<file path="src/rtl/pattern_seq_pkg.sv">
// Shared types and defaults for the pattern sequencer.
// Latency: n/a (types and constants only).
// Backpressure: n/a.
package pattern_seq_pkg;

  typedef enum logic [1:0] {
    MODE_HOLD = 2'b00,
    MODE_FWD  = 2'b01,
    MODE_REV  = 2'b10,
    MODE_PING = 2'b11
  } mode_e;

  localparam int DEF_WIDTH = 16;
  localparam int DEF_DEPTH = 8;
  localparam int DEF_PRE_W = 24;

endpackage

</file>
<file path="src/rtl/seq_prescaler.sv">
// Prescaler: emits one tick every period+1 cycles while run is high.
// Latency: tick is combinational from the registered count (same cycle).
// Backpressure: none; run low freezes the count without clearing it.
module seq_prescaler
  import pattern_seq_pkg::*;
#(
  parameter int PRE_W = DEF_PRE_W
) (
  input  logic             clk,
  input  logic             rst,
  input  logic             run,
  input  logic [PRE_W-1:0] period,
  output logic             tick
);

  logic [PRE_W-1:0] count;

  // A tick fires only on an exact match; an overshoot (period lowered) just reloads.
  assign tick = run && (count == period);

  // Count up while running, reload on match or overshoot, hold otherwise.
  always_ff @(posedge clk or posedge rst) begin
    if (rst) begin
      count <= '0;
    end else if (run) begin
      if (count >= period) begin
        count <= '0;
      end else begin
        count <= count + 1'b1;
      end
    end
  end

endmodule

</file>
<file path="src/rtl/pattern_sequencer.sv">
// Pattern sequencer: writable word bank stepped by an internal index in hold/fwd/rev/ping-pong.
// Latency: contador, S and wrap all update on the edge after a tick/step/clamp; loads bypass to S.
// Backpressure: none; loads and steps are always accepted.
module pattern_sequencer
  import pattern_seq_pkg::*;
#(
  parameter int WIDTH = DEF_WIDTH,
  parameter int DEPTH = DEF_DEPTH,
  parameter int IDX_W = $clog2(DEPTH),
  parameter int PRE_W = DEF_PRE_W
) (
  input  logic             clk,
  input  logic             rst,
  input  logic             load_en,
  input  logic [IDX_W-1:0] load_addr,
  input  logic [WIDTH-1:0] load_data,
  input  logic             enable,
  input  logic [1:0]       mode,
  input  logic             step,
  input  logic [PRE_W-1:0] period,
  input  logic [IDX_W-1:0] last_idx,
  output logic [WIDTH-1:0] S,
  output logic [IDX_W-1:0] contador,
  output logic             wrap
);

  logic [WIDTH-1:0] bank [DEPTH];
  logic [IDX_W-1:0] contador_next;
  logic             wrap_next;
  logic             dir_up;
  logic             dir_up_next;
  logic             tick;
  logic             run;
  logic             at_last;
  logic             at_zero;
  logic             go_up;
  mode_e            mode_sel;

  assign mode_sel = mode_e'(mode);
  assign run      = enable && (mode_sel != MODE_HOLD);

  seq_prescaler #(
    .PRE_W (PRE_W)
  ) u_prescaler (
    .clk    (clk),
    .rst    (rst),
    .run    (run),
    .period (period),
    .tick   (tick)
  );

  // Next index, wrap pulse and ping-pong direction; clamp beats everything else.
  always_comb begin
    contador_next = contador;
    wrap_next     = 1'b0;
    // Direction is parked at "up" outside ping-pong so entering it always starts upward.
    dir_up_next   = (mode_sel == MODE_PING) ? dir_up : 1'b1;
    at_last       = (contador == last_idx);
    at_zero       = (contador == '0);
    go_up         = 1'b1;

    if (contador > last_idx) begin
      contador_next = '0;
    end else if (mode_sel == MODE_HOLD) begin
      if (step) begin
        contador_next = at_last ? '0 : contador + 1'b1;
        wrap_next     = at_last;
      end
    end else if (tick) begin
      case (mode_sel)
        MODE_FWD: begin
          contador_next = at_last ? '0 : contador + 1'b1;
          wrap_next     = at_last;
        end
        MODE_REV: begin
          contador_next = at_zero ? last_idx : contador - 1'b1;
          wrap_next     = at_zero;
        end
        MODE_PING: begin
          if (last_idx == '0) begin
            // Single-entry range: nowhere to move, every tick is a reversal.
            wrap_next   = 1'b1;
            dir_up_next = 1'b1;
          end else begin
            // Sitting on the far endpoint (after a mode entry or clamp) turns us around.
            go_up         = dir_up ? !at_last : at_zero;
            contador_next = go_up ? contador + 1'b1 : contador - 1'b1;
            dir_up_next   = go_up;
            if (go_up && (contador_next == last_idx)) begin
              dir_up_next = 1'b0;
              wrap_next   = 1'b1;
            end else if (!go_up && (contador_next == '0)) begin
              dir_up_next = 1'b1;
              wrap_next   = 1'b1;
            end
          end
        end
        MODE_HOLD: begin
        end
      endcase
    end
  end

  // Index, direction and wrap registers, plus the displayed word with write-first bypass.
  always_ff @(posedge clk or posedge rst) begin
    if (rst) begin
      contador <= '0;
      wrap     <= 1'b0;
      dir_up   <= 1'b1;
      S        <= '0;
    end else begin
      contador <= contador_next;
      wrap     <= wrap_next;
      dir_up   <= dir_up_next;
      if (load_en && (load_addr == contador_next)) begin
        S <= load_data;
      end else begin
        S <= bank[contador_next];
      end
    end
  end

  // Pattern bank writes; contents are cleared by reset.
  always_ff @(posedge clk or posedge rst) begin
    if (rst) begin
      for (int i = 0; i < DEPTH; i++) begin
        bank[i] <= '0;
      end
    end else if (load_en) begin
      bank[load_addr] <= load_data;
    end
  end

endmodule

</file>
<file path="config.mk">
export PLATFORM = sky130hd
export DESIGN_NAME = pattern_sequencer
export DESIGN_NICKNAME = d
export VERILOG_FILES = /design/src/rtl/pattern_seq_pkg.sv /design/src/rtl/seq_prescaler.sv /design/src/rtl/pattern_sequencer.sv
export SDC_FILE = /design/constraint.sdc
export NUM_CORES = 1
export LEC_CHECK = 0
export ABC_AREA = 1
export CAP_MARGIN = 5
export CORE_MARGIN = 4
export CORE_UTILIZATION = 35
export DETAILED_ROUTE_END_ITERATION = 7
export PLACE_DENSITY = 0.55
export SLEW_MARGIN = 40
export SYNTH_ARGS = -nofsm -noshare
export SYNTH_HDL_FRONTEND = slang
export SYNTH_SLANG_ARGS = --single-unit
</file>
<file path="constraint.sdc">
create_clock -name clk -period 15.6 [get_ports clk]
set_input_delay 1.56 -clock clk [delete_from_list [all_inputs] [get_ports clk]]
set_output_delay 1.56 -clock clk [all_outputs]
set_load 0.01 [all_outputs]
</file>
==> flow_metrics.py, run 1 <==
metrics = {
    "status": {
        "status": "complete, no violations",
    },
    "grt": {
        "grt_start_max_net_pins": 95,
        "grt_pass1_vias": 8509,
        "grt_pass1_wl_um": 45500,
        "antenna_found_initial": 0,
        "track_usage": 0.183,
        "grt_overflow": 0,
    },
    "synth": {
        "ys_types": 36,
        "yosysTopAreaCell": "dfrtp_1",
        "synth_seq_cells": 173,
        "yosysMostFrequentCell": "nand2_1",
        "syn-cell-area_mm2": 0.00976,
        "synthArstFlopShare": 1.00,
        "synth_edf_count": 0,
        "netlist_instances": 1334,
        "ys_seq_area_frac": 0.444,
        "yosysTopAreaCellShare": 0.441,
        "ys_top_cells_by_count": "445 x nand2_1, 175 x inv_1, 172 x dfrtp_1, 134 x o21ai_0, 76 x nand3_1",
        "avgSynthCellArea_um2": 7.31,
        "yosysWarnings": 0,
        "synthTopCellsByArea": "dfrtp_1 44%, nand2_1 17%, o21ai_0 6.9%, inv_1 6.7%, nand4_1 4.2%",
        "synth.net_count": 1418,
        "synth_ff_type": "dfrtp_1",
    },
    "die": {
        "die_h_um": 175,
        "dieArea_mm2": 0.0306,
        "die_x_um": 175,
        "ios": 73,
        "start_util": 0.359,
        "fp.coreArea_mm2": 0.0272,
        "rows": 60,
    },
    "placement": {
        "place_congestion": 0.846,
        "placed_area_mm2": 0.0108,
        "dp_hpwl_um": 17500,
        "io_buffers": 72,
    },
    "drt": {
        "dr_total_vias": 8562,
        "ant_nets": 0,
        "drt_iter0_drc": 612,
        "routed_wl_um": 27100,
        "drt-pass1-iter-count": 5,
        "via_per_inst": 4.86,
        "wl_per_cell_um": 15.4,
        "route.detailed.drc": 0,
    },
    "setup_path": {
        "arrival_ps": 5750,
        "critPathMaxFanout": 59,
        "start_kind": "input port",
        "crit_required_ps": 15920,
        "critPathKind": "input port to flip-flop",
        "end_kind": "flip-flop",
        "rrSetupSlack_ps": 11300,
    },
    "pwr": {
        "power.density_mw_per_mm2": 156,
        "leakage_nw": 5.84,
        "ir_drop_mv": 0.0663,
    },
    "clocking": {
        "cts.path.max_buffers": 2,
        "clkSinkCount": 173,
        "post_cts_buffers": 0,
        "cts_tree": "yes",
        "htreeDepth": 4,
        "cts_resized": 0,
        "hold_buffers": 0,
        "cts_buffers": 17,
        "clock_latency_ps": 440,
        "root_buffer": "clkbuf_16",
        "clk_pin_slew_worst_paths_ps": 70,
    },
    "sta": {
        "tightest_slew_ps": 738,
        "min_period_over_period": 0.348,
        "max_freq_mhz": 184,
        "hold_viol": 0,
        "rsz0062_at_grt": "false",
        "fin_skew_ps": 13.0,
        "finalCriticalPeriod_ps": 5430,
        "slew_headroom": 0.508,
        "final.setup.tns_ps": 0,
        "final-max-slew-violation-count": 0,
        "setup_viol": 0,
    },
    "layout": {
        "final_layout_size_suffix_gt1_frac": 0.0568,
        "diodes": 0,
        "layout.nets": 1461,
        "final_cell_area_mm2": 0.0114,
        "area_growth_pct": 17.2,
        "fill_cells": 2868,
    },
    "hold_path": {
        "hp-class": "flip-flop to flip-flop",
    },
    "run": {
        "drv_cap": 0,
    },
}
## where the power goes
group          leakage, nW  internal, mW  total (mW)  switching [mW]
sequential            2.18         0.548       0.609          0.0610
combinational         3.37         0.257       0.724           0.467
clock                0.303         0.223       0.446           0.223
total                 5.84          1.03        1.78           0.751
## cell type report
type                       count  area (um^2)  share of cell area
clock buffer                  17          425              0.0372
multi-input combinational    915         4470               0.391
timing repair buffer          87          840              0.0734
inverter                     183          694              0.0607
sequential                   173         4330               0.379
clock inverter                15          209              0.0183
tap                          372          465              0.0407
## registers in the layout, summed over array words and instances (netlist names)
signal and count:
S 16, wrap 1, contador 3, dir_up 1, u_prescaler.count 24, bank 128
## per-stage QoR
step                cells  utilization  hold WS (ps)  setup WS (ps)  power [mW]
finish               1762        0.421           483          10170        1.78
global route         1762        0.421           504           9830        1.93
CTS                  1762        0.421           490          10170        1.80
detailed placement   1730        0.397           473           9740        1.35
global placement     1730        0.397           467           9810        1.34
floorplan            1334            -           453           9350        1.12
## kinds of logic (layout without fill, tap and decap cells)
logic type               after synthesis  in the layout  share of synthesized area
XOR/XNOR                              15             15                     0.0154
buffers and inverters                246            302                     0.0990
AO/OA/AOI/OAI                        177            177                     0.0954
AND/OR/NAND/NOR                      692            692                      0.307
flip-flops                           173            173                      0.444
adder cells (fa/ha/maj)               31             31                     0.0398
## layer usage
layer,up-vias,GRT usage,share of wire
met3,33,0.0255,0.038
li1,4343,-,-
met5,-,0,0
met4,0,0.0475,0.016
met2,158,0.314,0.48
met1,4028,0.246,0.46
## worst paths after layout
check	start	to	cells after the start
max	period[15]	S[1]	18
min	bank[91]	bank[91]	2
max reg2reg	contador[0]	S[1]	15
min reg2reg	bank[91]	bank[91]	2
max in group asynchronous	rst	bank[75]	3
min in group asynchronous	rst	bank[106]	2
## cell usage in the layout, fill, tap and decap left out, types with 2 or more instances in the layout
cell type and n:
inv_2 8, dfrtp_1 172, clkdlybuf4s50_1 72, nor2_1 64
nand3b_1 2, inv_12 4, xnor2_1 4, nand4_1 65
o211ai_1 3, o21ai_0 134, nor3b_1 3, nand2_1 443
nor4_1 6, a21oi_1 31, inv_1 174, inv_8 2
clkbuf_16 17, ha_1 31, xor2_1 10, nor3_1 16
nand2_4 4, clkinv_8 6, nand3_2 3, o21ai_2 2
buf_4 14, clkinv_4 3, nand2_2 6, o22ai_1 2
nand3_1 76, nor2_2 2
## worst max-delay path: stages
cell and delay [ps]:
clkdlybuf4s50_1 450, inv_1 40, ha_1 290, nand2_1 80
nor2_1 200, nand2_1 110, nor2_2 210, nand3_2 150
nand2_2 80, buf_4 560, nand3_2 540, buf_4 480
nand2_1 140, nand3_2 130, nor2_8 280, nand2_4 180
nand2_1 120, nand2_1 60
Power figures use the tool's default switching activity.
==> inputs of run 2 (changes only) <==
--- a/config.mk
+++ b/config.mk
@@ -10,7 +10,7 @@
 export CORE_MARGIN = 4
 export CORE_UTILIZATION = 35
 export DETAILED_ROUTE_END_ITERATION = 7
-export PLACE_DENSITY = 0.55
+export PLACE_DENSITY = 0.57
 export SLEW_MARGIN = 40
 export SYNTH_ARGS = -nofsm -noshare
 export SYNTH_HDL_FRONTEND = slang
==> constraint.sdc (replaced) <==
create_clock -name clk -period 4.5 [get_ports clk]
set_input_delay 0.45 -clock clk [delete_from_list [all_inputs] [get_ports clk]]
set_output_delay 0.45 -clock clk [all_outputs]
set_load 0.01 [all_outputs]
==> run 2 against run 1 <==
Against the previous run: critical endpoint is now S[15]; design area about the same; combinational power grew to 3.5 times the previous value; clock skew is essentially flat; wire length is 2.1% lower; critical path type is now flip-flop to flip-flop; largest power group unchanged; sequential power grew to 3.5 times the previous value; register-to-register slack worse by 10000 ps.
==> flow_metrics.py, run 2 (same netlist as run 1, synthesis figures left out) <==
metrics = {
    "status": {
        "status": "complete, no violations",
    },
    "drt": {
        "route.detailed.drc": 0,
        "routed_wl_um": 26600,
        "dr_total_vias": 8613,
        "drt-pass1-iter-count": 5,
        "wl_per_cell_um": 15.1,
        "via_per_inst": 4.89,
        "drt_iter0_drc": 692,
        "ant_nets": 0,
    },
    "grt": {
        "grt_overflow": 0,
        "grt_pass1_vias": 8225,
        "grt_start_max_net_pins": 115,
        "antenna_found_initial": 0,
        "grt_pass1_wl_um": 43700,
        "track_usage": 0.176,
    },
    "clocking": {
        "post_cts_buffers": 0,
        "hold_buffers": 0,
        "cts_resized": 0,
        "clk_pin_slew_worst_paths_ps": 80,
        "htreeDepth": 4,
        "cts_buffers": 17,
        "cts.path.max_buffers": 2,
        "cts_tree": "yes",
        "root_buffer": "clkbuf_16",
        "clkSinkCount": 173,
        "clock_latency_ps": 430,
    },
    "setup_path": {
        "end_kind": "flip-flop",
        "arrival_ps": 3540,
        "start_kind": "flip-flop",
        "critPathKind": "flip-flop to flip-flop",
        "critPathMaxFanout": 18,
        "crit_required_ps": 4830,
    },
    "layout": {
        "diodes": 0,
        "mostFrequentLayoutCell": "nand2_1",
        "regMostFlops": "bank",
        "final_layout_size_suffix_gt1_frac": 0.0590,
        "most-common-layout-cells": "441 x nand2_1, 174 x inv_1, 172 x dfrtp_1",
        "fill_cells": 2829,
        "reg_top3": "bank x128, u_prescaler.count x24, S x16",
        "largest_reg_flops": 128,
        "layout.nets": 1462,
        "area_growth_pct": 17.3,
        "final_cell_area_mm2": 0.0114,
    },
    "sta": {
        "setup_ws_ps": 1290,
        "hold_viol": 0,
        "max_freq_mhz": 311,
        "slew_headroom": 0.509,
        "rsz0062_at_grt": "false",
        "finalCriticalPeriod_ps": 3210,
        "min_period_over_period": 0.714,
        "final.setup.tns_ps": 0,
        "fin_skew_ps": 13.5,
        "tightest_slew_ps": 737,
        "setup_viol": 0,
        "final-max-slew-violation-count": 0,
    },
    "pwr": {
        "ir_drop_mv": 0.256,
        "power_mw": 6.15,
        "leakage_nw": 5.85,
        "power.density_mw_per_mm2": 538,
    },
    "die": {
        "die_x_um": 175,
        "rows": 60,
        "ios": 73,
        "fp.coreArea_mm2": 0.0272,
        "die_h_um": 175,
        "dieArea_mm2": 0.0306,
        "start_util": 0.359,
    },
    "hold_path": {
        "hp-class": "input port to async pin",
    },
    "placement": {
        "placed_area_mm2": 0.0108,
        "io_buffers": 72,
        "place_congestion": 0.891,
        "dpl_worst_slack_ps": 912,
        "dp_hpwl_um": 17100,
    },
    "run": {
        "drv_cap": 0,
    },
}
[run 2: final cells by class]
| cell class | instances | area (um^2) | area share |
|---|---|---|---|
| Clock buffer | 17 | 425 | 0.0372 |
| Tap cell | 372 | 465 | 0.0407 |
| Clock inverter | 15 | 191 | 0.0167 |
| Timing Repair Buffer | 88 | 866 | 0.0757 |
| Sequential cell | 173 | 4330 | 0.378 |
| Multi-Input combinational cell | 915 | 4470 | 0.391 |
| Inverter | 183 | 691 | 0.0604 |
[run 2: through the flow]
step	hold slack, ps	cells	util
floorplan	453	1334	-
global placement	465	1731	0.398
detailed placement	473	1731	0.398
CTS	404	1763	0.421
global route	432	1763	0.421
finish	394	1763	0.421
[run 2: power by group]
group	internal, mW	total, mW	switching (mW)
logic	0.911	2.53	1.62
clock network	0.760	1.52	0.756
registers	1.90	2.11	0.211
total	3.57	6.15	2.58
[run 2: worst max-delay path: stages, from the launching register on]
cell and delay, ps:
dfrtp_1 490, inv_1 200, ha_1 350, nand3_1 240, inv_1 130, nor2_2 140, nand2_1 60, nand2_1 60
nand2_1 70, a31oi_4 250, nand2_4 250, nand2_1 150, nand2_2 90, nor2_8 240, nand2_4 180, nand2_1 130
nand2_1 50
[run 2: metal layers]
metal  global-route usage  routed length [um]  up-vias
met3               0.0303                1120       36
met2                0.285               12300      205
met5                    0                   0        -
met4               0.0553                 611        0
met1                0.242               12600     4019
li1                     -                   -     4353
[run 2: worst paths after layout]
| check | start | end | slack, ps | cells past startpoint |
|---|---|---|---|---|
| max | contador[0] | S[15] | 1290 | 16 |
| min | rst | u_prescaler.count[15] | 390 | 2 |
| max reg2reg | contador[0] | S[15] | 1290 | 16 |
| min reg2reg | bank[106] | bank[106] | 490 | 2 |
| max in group asynchronous | rst | bank[106] | 3070 | 3 |
| min in group clk | bank[106] | bank[106] | 490 | 2 |
